===== config.mk =====
export PLATFORM = sky130hd
export DESIGN_NAME = pipeline_mem
export DESIGN_NICKNAME = d
export VERILOG_FILES = /design/src/rtl/pipeline_mem_pkg.sv /design/src/rtl/pipeline_mem_align.sv /design/src/rtl/pipeline_mem.sv
export SDC_FILE = /design/constraint.sdc
export NUM_CORES = 1
export LEC_CHECK = 0
export BUFFER_PORTS_ARGS = -buffer_cell sky130_fd_sc_hd__buf_2
export CAP_MARGIN = 20
export CORE_AREA = 2 2 203 205
export CTS_CLUSTER_DIAMETER = 120
export DETAILED_ROUTE_END_ITERATION = 6
export DIE_AREA = 0 0 205 207
export SLEW_MARGIN = 0
export SYNTH_ARGS = -nofsm -noshare
export SYNTH_HDL_FRONTEND = slang
export SYNTH_SLANG_ARGS = --single-unit

===== constraint.sdc =====
create_clock -name clk -period 3.92 [get_ports clk]
set_clock_uncertainty 0.05 [all_clocks]
set_input_delay 0.196 -clock clk [delete_from_list [all_inputs] [get_ports clk]]
set_output_delay 0.196 -clock clk [all_outputs]
set_load 0.05 [all_outputs]

===== src/rtl/pipeline_mem_pkg.sv =====
// Shared definitions for the MEM stage: access-size encodings, FSM states and
// the record of an in-flight bus access held while the stage is stalled.
package pipeline_mem_pkg;

  localparam logic [2:0] DMEM_B  = 3'b000;
  localparam logic [2:0] DMEM_H  = 3'b001;
  localparam logic [2:0] DMEM_W  = 3'b010;
  localparam logic [2:0] DMEM_BU = 3'b100;
  localparam logic [2:0] DMEM_HU = 3'b101;

  typedef enum logic [1:0] {
    IDLE        = 2'd0,
    WAIT_GNT    = 2'd1,
    WAIT_RVALID = 2'd2
  } memState_e;

  typedef struct packed {
    logic [31:0] addr;
    logic [31:0] storeData;
    logic        we;
    logic [2:0]  dmemType;
    logic [31:0] extImm;
    logic [31:0] pcPlus4;
    logic        regWe;
    logic [4:0]  rdIdx;
    logic [1:0]  resultSrc;
  } memCapture_t;

endpackage


===== src/rtl/pipeline_mem_align.sv =====
// Byte-lane steering for the data bus: store enables/replication, misalignment
// detection and extraction plus sign/zero extension of load data.
module pipeline_mem_align
  import pipeline_mem_pkg::*;
(
  input  logic [1:0]  offset_i,
  input  logic [31:0] store_data_i,
  input  logic [2:0]  dmem_type_i,
  input  logic [31:0] rdata_i,
  output logic [3:0]  be_o,
  output logic [31:0] wdata_o,
  output logic        misalign_o,
  output logic [31:0] load_data_o
);

  logic [31:0] shifted;

  assign shifted = rdata_i >> {offset_i, 3'b000};

  // Unlisted encodings behave as a word access.
  always_comb begin
    be_o        = 4'hF;
    wdata_o     = store_data_i;
    misalign_o  = (offset_i != 2'b00);
    load_data_o = rdata_i;
    case (dmem_type_i)
      DMEM_B, DMEM_BU: begin
        be_o        = 4'b0001 << offset_i;
        wdata_o     = {4{store_data_i[7:0]}};
        misalign_o  = 1'b0;
        load_data_o = (dmem_type_i == DMEM_B) ? {{24{shifted[7]}}, shifted[7:0]}
                                              : {24'h0, shifted[7:0]};
      end
      DMEM_H, DMEM_HU: begin
        be_o        = 4'b0011 << offset_i;
        wdata_o     = {2{store_data_i[15:0]}};
        misalign_o  = offset_i[0];
        load_data_o = (dmem_type_i == DMEM_H) ? {{16{shifted[15]}}, shifted[15:0]}
                                              : {16'h0, shifted[15:0]};
      end
      default: ;
    endcase
  end

endmodule


===== src/rtl/pipeline_mem.sv =====
// MEM stage of the 5-stage pipeline: issues loads/stores on a req/gnt/rvalid bus,
// stalls the front end while an access is outstanding and registers WB signals.
module pipeline_mem
  import pipeline_mem_pkg::*;
#(
  parameter int XLEN = 32
) (
  input  logic            clk,
  input  logic            resetn,
  input  logic [XLEN-1:0] alu_result_e_i,
  input  logic [XLEN-1:0] store_data_e_i,
  input  logic            mem_read_e_i,
  input  logic            mem_write_e_i,
  input  logic [2:0]      dmem_type_e_i,
  input  logic [XLEN-1:0] extended_imm_e_i,
  input  logic [XLEN-1:0] pc_plus4_e_i,
  input  logic            reg_write_en_e_i,
  input  logic [4:0]      rd_idx_e_i,
  input  logic [1:0]      result_src_e_i,
  input  logic            instr_illegal_e_i,
  output logic            dmem_req_o,
  output logic            dmem_we_o,
  output logic [XLEN-1:0] dmem_addr_o,
  output logic [3:0]      dmem_be_o,
  output logic [XLEN-1:0] dmem_wdata_o,
  input  logic            dmem_gnt_i,
  input  logic            dmem_rvalid_i,
  input  logic [XLEN-1:0] dmem_rdata_i,
  output logic            stall_m_o,
  output logic [XLEN-1:0] alu_result_m_o,
  output logic [XLEN-1:0] extended_imm_m_o,
  output logic [XLEN-1:0] pc_plus4_m_o,
  output logic [XLEN-1:0] load_data_m_o,
  output logic            reg_write_en_m_o,
  output logic [4:0]      rd_idx_m_o,
  output logic [1:0]      result_src_m_o,
  output logic            instr_illegal_m_o,
  output logic            misalign_ld_m_o,
  output logic            misalign_st_m_o
);

  memState_e   state_q, state_d;
  memCapture_t capture_q, capture_d;
  memCapture_t eFields, src;

  logic [31:0] aluResult_q, aluResult_d, extImm_q, extImm_d, pcPlus4_q, pcPlus4_d;
  logic [31:0] loadData_q, loadData_d;
  logic        regWe_q, regWe_d, illegal_q, illegal_d;
  logic        misLd_q, misLd_d, misSt_q, misSt_d;
  logic [4:0]  rdIdx_q, rdIdx_d;
  logic [1:0]  resultSrc_q, resultSrc_d;

  logic [3:0]  alignBe;
  logic [31:0] alignWdata, alignLoad;
  logic        alignMisalign;
  logic        validOpE, accessE, req, stall;

  assign eFields = '{addr: alu_result_e_i, storeData: store_data_e_i, we: mem_write_e_i,
                     dmemType: dmem_type_e_i, extImm: extended_imm_e_i,
                     pcPlus4: pc_plus4_e_i, regWe: reg_write_en_e_i,
                     rdIdx: rd_idx_e_i, resultSrc: result_src_e_i};

  // Once an access is in flight the bus and WB fields come only from the capture.
  assign src = (state_q == IDLE) ? eFields : capture_q;

  pipeline_mem_align uAlign (
    .offset_i     (src.addr[1:0]),
    .store_data_i (src.storeData),
    .dmem_type_i  (src.dmemType),
    .rdata_i      (dmem_rdata_i),
    .be_o         (alignBe),
    .wdata_o      (alignWdata),
    .misalign_o   (alignMisalign),
    .load_data_o  (alignLoad)
  );

  assign validOpE = (mem_read_e_i ^ mem_write_e_i) & ~instr_illegal_e_i;
  assign accessE  = validOpE & ~alignMisalign;

  always_comb begin
    state_d   = state_q;
    capture_d = capture_q;
    req       = 1'b0;
    stall     = 1'b0;
    case (state_q)
      IDLE: begin
        if (accessE) begin
          capture_d = eFields;
          req       = 1'b1;
          if (!dmem_gnt_i) begin
            state_d = WAIT_GNT;
            stall   = 1'b1;
          end else if (!mem_write_e_i) begin
            state_d = WAIT_RVALID;
            stall   = 1'b1;
          end
        end
      end
      WAIT_GNT: begin
        req = 1'b1;
        if (!dmem_gnt_i) begin
          stall = 1'b1;
        end else if (capture_q.we) begin
          state_d = IDLE;
        end else begin
          state_d = WAIT_RVALID;
          stall   = 1'b1;
        end
      end
      WAIT_RVALID: begin
        if (dmem_rvalid_i) state_d = IDLE;
        else               stall   = 1'b1;
      end
      default: state_d = IDLE;
    endcase
  end

  // Stall cycles leave a bubble; a completing access writes back its captured fields.
  always_comb begin
    aluResult_d = src.addr;
    extImm_d    = src.extImm;
    pcPlus4_d   = src.pcPlus4;
    rdIdx_d     = src.rdIdx;
    resultSrc_d = src.resultSrc;
    regWe_d     = 1'b0;
    illegal_d   = 1'b0;
    misLd_d     = 1'b0;
    misSt_d     = 1'b0;
    loadData_d  = '0;
    if (!stall) begin
      if (state_q == IDLE) begin
        regWe_d   = reg_write_en_e_i & ~(validOpE & alignMisalign);
        illegal_d = instr_illegal_e_i | (mem_read_e_i & mem_write_e_i);
        misLd_d   = validOpE & mem_read_e_i & alignMisalign;
        misSt_d   = validOpE & mem_write_e_i & alignMisalign;
      end else begin
        regWe_d    = capture_q.regWe;
        loadData_d = capture_q.we ? '0 : alignLoad;
      end
    end
  end

  always_ff @(posedge clk or negedge resetn) begin
    if (!resetn) begin
      state_q     <= IDLE;
      capture_q   <= '0;
      aluResult_q <= '0;
      extImm_q    <= '0;
      pcPlus4_q   <= '0;
      loadData_q  <= '0;
      regWe_q     <= 1'b0;
      illegal_q   <= 1'b0;
      misLd_q     <= 1'b0;
      misSt_q     <= 1'b0;
      rdIdx_q     <= '0;
      resultSrc_q <= '0;
    end else begin
      state_q     <= state_d;
      capture_q   <= capture_d;
      aluResult_q <= aluResult_d;
      extImm_q    <= extImm_d;
      pcPlus4_q   <= pcPlus4_d;
      loadData_q  <= loadData_d;
      regWe_q     <= regWe_d;
      illegal_q   <= illegal_d;
      misLd_q     <= misLd_d;
      misSt_q     <= misSt_d;
      rdIdx_q     <= rdIdx_d;
      resultSrc_q <= resultSrc_d;
    end
  end

  assign dmem_req_o   = req & resetn;
  assign stall_m_o    = stall & resetn;
  assign dmem_we_o    = src.we;
  assign dmem_addr_o  = {src.addr[31:2], 2'b00};
  assign dmem_be_o    = alignBe;
  assign dmem_wdata_o = alignWdata;

  assign alu_result_m_o    = aluResult_q;
  assign extended_imm_m_o  = extImm_q;
  assign pc_plus4_m_o      = pcPlus4_q;
  assign load_data_m_o     = loadData_q;
  assign reg_write_en_m_o  = regWe_q;
  assign rd_idx_m_o        = rdIdx_q;
  assign result_src_m_o    = resultSrc_q;
  assign instr_illegal_m_o = illegal_q;
  assign misalign_ld_m_o   = misLd_q;
  assign misalign_st_m_o   = misSt_q;

  // Load data arriving outside an outstanding load is a bus protocol error.
  assert property (@(posedge clk) disable iff (!resetn) dmem_rvalid_i |-> (state_q == WAIT_RVALID));

endmodule


== Yosys cells after proc, flatten, opt, wreduce, memory -nomap -nowiden ==
Index checks and enable logic that the tools add are counted.
Widths: inputs -> output; s select.

* Bits in registers: 281
* Word-level logic and storage cells: 89

* Equal/unequal tests: 9
* Shift-type cells: 3
* Muxes and demuxes: 34
* Bitwise operators: 16
* Reductions and logical operators: 7

{| class="wikitable"
|+ Operators by type and width
! kind !! number
|-
| $mux 32 || 5
|-
| $mux 140 || 1
|-
| $pmux 32 s2 || 2
|-
| $shr 32x5->16 || 1
|-
| $mux 1 || 15
|-
| $mux 2 || 6
|-
| $and 1x1->1 || 11
|-
| $pmux 4 s2 || 1
|-
| $eq 3x3->1 const B || 2
|-
| $ne 2x2->1 const B || 3
|-
| $pmux 2 s3 || 1
|-
| $pmux 1 s2 || 2
|-
| $reduce_and 4->1 || 1
|-
| $reduce_or 2->1 || 2
|-
| $shl 1x2->4 const A || 1
|-
| $shl 2x2->4 const A || 1
|-
| $eq 3x1->1 const B || 1
|-
| $logic_not 3->1 || 1
|-
| $ne 3x3->1 const B || 1
|-
| $not 1->1 || 3
|-
| $pmux 1 s3 || 1
|-
| $eq 2x1->1 const B || 1
|-
| $eq 2x2->1 const B || 1
|-
| $logic_not 2->1 || 1
|-
| other kinds (4) || 4
|}

== Depth between registers and ports, before layout ==
* Depth after elaboration: 10
* Mapped depth: 8
* Depth with buffers taken out: 6

== Hierarchy ==
From an unflattened synthesis, not the netlist that was laid out.

* Cell total of the unflattened synthesis: 872
* Area total of the unflattened synthesis: 12688.4 µm²

{| class="wikitable"
|+ Modules (own cells, without submodules)
! module !! instances !! cells an instance !! area each (µm²) !! sequential area each (µm²)
|-
| pipeline_mem || 1 || 687 || 11447.2 || 7031.7
|-
| pipeline_mem_align || 1 || 185 || 1241.2 || 0.0
|}

== Worst setup path after synthesis ==
OpenSTA, ideal clock, no wires.

* Path type: reg2out
* From: register state_q[0]
* To: output dmem_wdata_o[10]
* Arrival: 2385 ps
* Required time: 3674 ps
* Slack: 1289 ps
* Cell stages (with the launch flop): 5
* Buffers on the path: 1
* Path through: dfrtp_1 or2_2 a21oi_2 clkbuf_1 mux2i_1

* Cells in the longest elaborated chain, start to end: 5
* Elaborated cells on any way between the ends: 9

{| class="wikitable"
|+ RTL lines
! item !! line !! source
|-
| start: declaration || pipeline_mem.sv:42 || <nowiki>memState_e state_q, state_d;</nowiki>
|-
| start signal: assignment || pipeline_mem.sv:158 || <nowiki>state_q <= state_d;</nowiki>
|-
| $logic_not 2->1 * || pipeline_mem.sv:64 || <nowiki>assign src = (state_q == IDLE) ? eFields : capture_q;</nowiki>
|-
| $mux 140 * || pipeline_mem.sv:64 ||
|-
| $eq 3x3->1 (tied with other cells) || pipeline_mem_align.sv:26 || <nowiki>case (dmem_type_i)</nowiki>
|-
| $reduce_or 2->1 || pipeline_mem_align.sv:26 ||
|-
| $pmux 32 s2 * || pipeline_mem_align.sv:26 ||
|-
| end: declaration || pipeline_mem.sv:25 || <nowiki>output logic [XLEN-1:0] dmem_wdata_o,</nowiki>
|}

Mark *: on every way between the ends. The rest lies on a longest branch, timed or not.

== Worst setup path after layout ==
* From: register state_q[0]
* To: output dmem_wdata_o[7]

* Cells in the longest elaborated chain, start to end: 3

{| class="wikitable"
|+ RTL lines
! item !! line
|-
| $logic_not 2->1 || pipeline_mem.sv:64
|-
| $mux 140 || pipeline_mem.sv:64
|-
| $pmux 32 s2 || pipeline_mem_align.sv:26
|}

Every way passes these cells.

==> summary.md <==
| Metric | Value |
|---|---|
| Post-route ant nets | 0 |
| Tmin final | 3.528 ns |
| Synth warn | 0 |
| Total GRT Usage | 16.25% |
| Drt total wl | 35.71 mm |
| Placeable Area | 0.04037 mm^2 |
| Fin. max-slew vios | 0 |
| Antenna violations before repair | 2 |
| PwrDens | 942.1 mW/mm^2 |
| DRC viols | 0 |
| Num Clock Sinks | 281 |
| Routed WL per cell | 16.57 um |
| Final Cycle Share | 89.99% |
| Die width | 205 um |
| Outcome | finished clean |
| WP data required | 3.67 ns |
| Largest net degree at the start of global routing | 169 |
| CP max FO | 55 |
| Hold WC Path Type | input pin to flip-flop |
| Fraction of layout cells with a size suffix above 1 | 33.25% |
| TritonCTS clock tree | done |
| Iter 0 DRT Violations | 473 |
| Register area share after synthesis | 58.77% |
| RSZ-0062 raised after global routing | no |
| Final Net Count | 1780 |
| Root buf cell | clkbuf_16 |
| FF+latch count, synth | ~280 |
| DP Wirelength | 23.90 mm |
| Post-synthesis async set-or-reset flop share | 100.0% |
| Die footprint | 0.04244 mm^2 |
| Leakage | 8.581 nW |
| Std-Cell Rows | 74 |
| Synth Flop Type | dfrtp_1 |
| Crit start category | flip-flop |
| Clock Path Buffers | 3 |
| H-Tree Depth | 1 |
| IO Count | 388 |
| Post-Syn Area | 0.01197 mm^2 |
| Vias per std cell | 4.596 |
| DR vias | 9905 |
| Critical path type | flip-flop to output port |
| Vias in the first global route | 10349 |
| R2r setup slk | 1.19 ns |
| Fin util | 41.94% |
| RePlAce Congestion | 0.8882 |
| IO buf count | 385 |
| Clock slew at reported path FFs | 0.06 ns |
| Final setup violation count | 0 |
| Worst-Margin Slew | just under 1 ns |
| Post-synth EDFFs | 0 |
| GRT overflow | 0 |
| Max-cap viol count | 0 |
| Syn avg cell area | 11.02 um^2 |
| Area grow syn2layout | 41.51% |
| Relative slew margins | 35.85% |
| First-pass GRT wire length | 55.41 mm |
| Cts repair resizes | 0 |
| Initial Utilization | between 20 and 30% |
| Post-Synthesis Cells | 1086 |
| Fmax achieved | 0.2835 GHz |
| Die Y | 207 um |
| Maximum vdd ir drop | 0.6621 mV |
| Skew-Pair Late Insertion Delay | 0.58 ns |
| Distinct cells, synth | 45 |
| Hold Violations, Final | 0 |
| Crit. End Element | output port |
| Worst path arrival time | 3.28 ns |
| CTS buffer count | 30 |
| Setup_tns | 0 ns |
| Detailed Routing Iterations Pass 1 | 5 |
-- repair_timing --
action,in CTS,in global routing
hold buffers,177,0
endpoints found under the setup margin,0,0
setup buffers,0,0
endpoints found under the hold margin,560,0
-- metal layers --
layer / vias to the layer above / wire length [um] / global-route usage (%)
met2: 405 / 17110 / 27.33
met5: - / 0 / 0
met1: 4805 / 14140 / 19.49
met4: 0 / 1588 / 6.847
li1: 4607 / - / -
met3: 88 / 2866 / 4.421
-- critical path, stage by stage, from the launching register on --
cell     delay [ns]
dfrtp_1        0.54
nor2_4         0.40
buf_4          0.30
buf_4          0.56
mux2i_1        0.48
inv_1          0.17
buf_2          0.25
-- state kept, by name, indices dropped and copies added (netlist names) --
signal and flops:
alu_result_m_o 32, rd_idx_m_o 5, capture_q 140, misalign_ld_m_o 1
instr_illegal_m_o 1, load_data_m_o 32, reg_write_en_m_o 1, misalign_st_m_o 1
state_q 2, pc_plus4_m_o 32, extended_imm_m_o 32, result_src_m_o 2
-- final timing paths --
check / end / from / cells past startpoint
worst min-delay path: instr_illegal_m_o / dmem_rvalid_i / 4
min in group asynchronous: load_data_m_o[6] / resetn / 3
worst min register to register: extended_imm_m_o[17] / capture_q[57] / 2
worst max register to register: load_data_m_o[25] / state_q[0] / 6
max in group asynchronous: instr_illegal_m_o / resetn / 3
worst max-delay path: dmem_wdata_o[7] / state_q[0] / 6
-- per-stage QoR --
step / std cells / instance area (um^2) / total power (W) / hold slack (ns) / worst slack [ns]
CTS: 2153 / 16930 / 0.01610 / 0.1387 / 0.3381
global route: 2154 / 16930 / 0.01682 / 0.1893 / 0.1974
floorplan: 1087 / 11970 / 0.01126 / -0.1496 / 1.289
detailed placement: 1924 / 14210 / 0.01314 / -0.006726 / 0.9486
global placement: 1924 / 14210 / 0.01301 / -0.004137 / 1.063
finish: 2155 / 16930 / 0.01595 / 0.1609 / 0.3924
-- synth_stat cells (2+ instances only) --
cell | n | area share (%)
a21o_1 | 3 | 0.19
a21oi_1 | 23 | 0.96
a221oi_1 | 7 | 0.51
a31oi_1 | 5 | 0.26
and2_1 | 3 | 0.16
and3_1 | 11 | 0.58
buf_1 | 2 | 0.063
buf_2 | 12 | 0.50
buf_4 | 42 | 2.6
buf_6 | 6 | 0.56
clkbuf_1 | 36 | 1.1
dfrtp_1 | 281 | 59
inv_1 | 14 | 0.44
mux2_1 | 66 | 6.2
mux2_2 | 80 | 7.5
mux2i_1 | 28 | 2.3
nand2_1 | 367 | 12
nand2b_1 | 2 | 0.10
nand3_1 | 20 | 0.84
nand4_1 | 2 | 0.10
nor2_1 | 8 | 0.25
nor3_1 | 4 | 0.17
nor3b_1 | 5 | 0.31
nor4_1 | 2 | 0.10
o21a_1 | 2 | 0.13
o21ai_0 | 17 | 0.71
o221a_2 | 7 | 0.66
o221ai_1 | 8 | 0.59
o22a_1 | 7 | 0.51
-- layout by cell type, fill, tap and decap left out, types with 2 or more instances in the layout --
master	Yosys	layout
and3_1	11	11
clkbuf_1	36	11
o22a_1	7	7
buf_2	12	384
mux2i_1	28	27
conb_1	1	2
nand2_1	367	367
a21o_1	3	3
o221ai_1	8	8
o21a_1	2	2
diode_2	0	2
dlygate4sd3_1	0	177
dfrtp_1	281	281
nor3_1	4	4
nor3b_1	5	5
nand3_1	20	20
buf_12	0	5
clkbuf_16	0	30
inv_1	14	14
nor2_1	8	7
a221oi_1	7	7
nand2b_1	2	2
nand4_1	2	2
a21oi_1	23	23
mux2_2	80	80
mux2_1	66	66
and2_1	3	3
clkbuf_8	0	6
a31oi_1	5	5
o221a_2	7	7
buf_4	42	13
clkinvlp_4	0	2
o21ai_0	17	17
-- report_power, final --
group	switching (W)	internal [W]	total [W]
clock	0.00116	0.00159	0.00274
combinational	0.00621	0.00222	0.00843
sequential	0.000553	0.00423	0.00478
total	0.00792	0.00803	0.0160
-- area by class of cell --
type                       count  area [um^2]
fill                        3846        23440
sequential                   281         7032
multi-input combinational    694         4327
timing repair buffer         580         3906
clock buffer                  47        874.6
tap                          532        665.6
clock inverter                 5        70.07
inverter                      14        52.55
antenna                        2        5.005
-- kinds of logic after synthesis --
kind of cell,count (synthesis),share of synthesized area [%]
AO/OA/AOI/OAI,88,5.239
AND/OR/NAND/NOR,429,14.44
flip-flops,281,58.77
buffers and inverters,112,5.333
multiplexers,174,16.08
adder cells (fa/ha/maj),1,0.1046
other,1,0.03134
No activity file was read; power rests on OpenSTA's default activity.
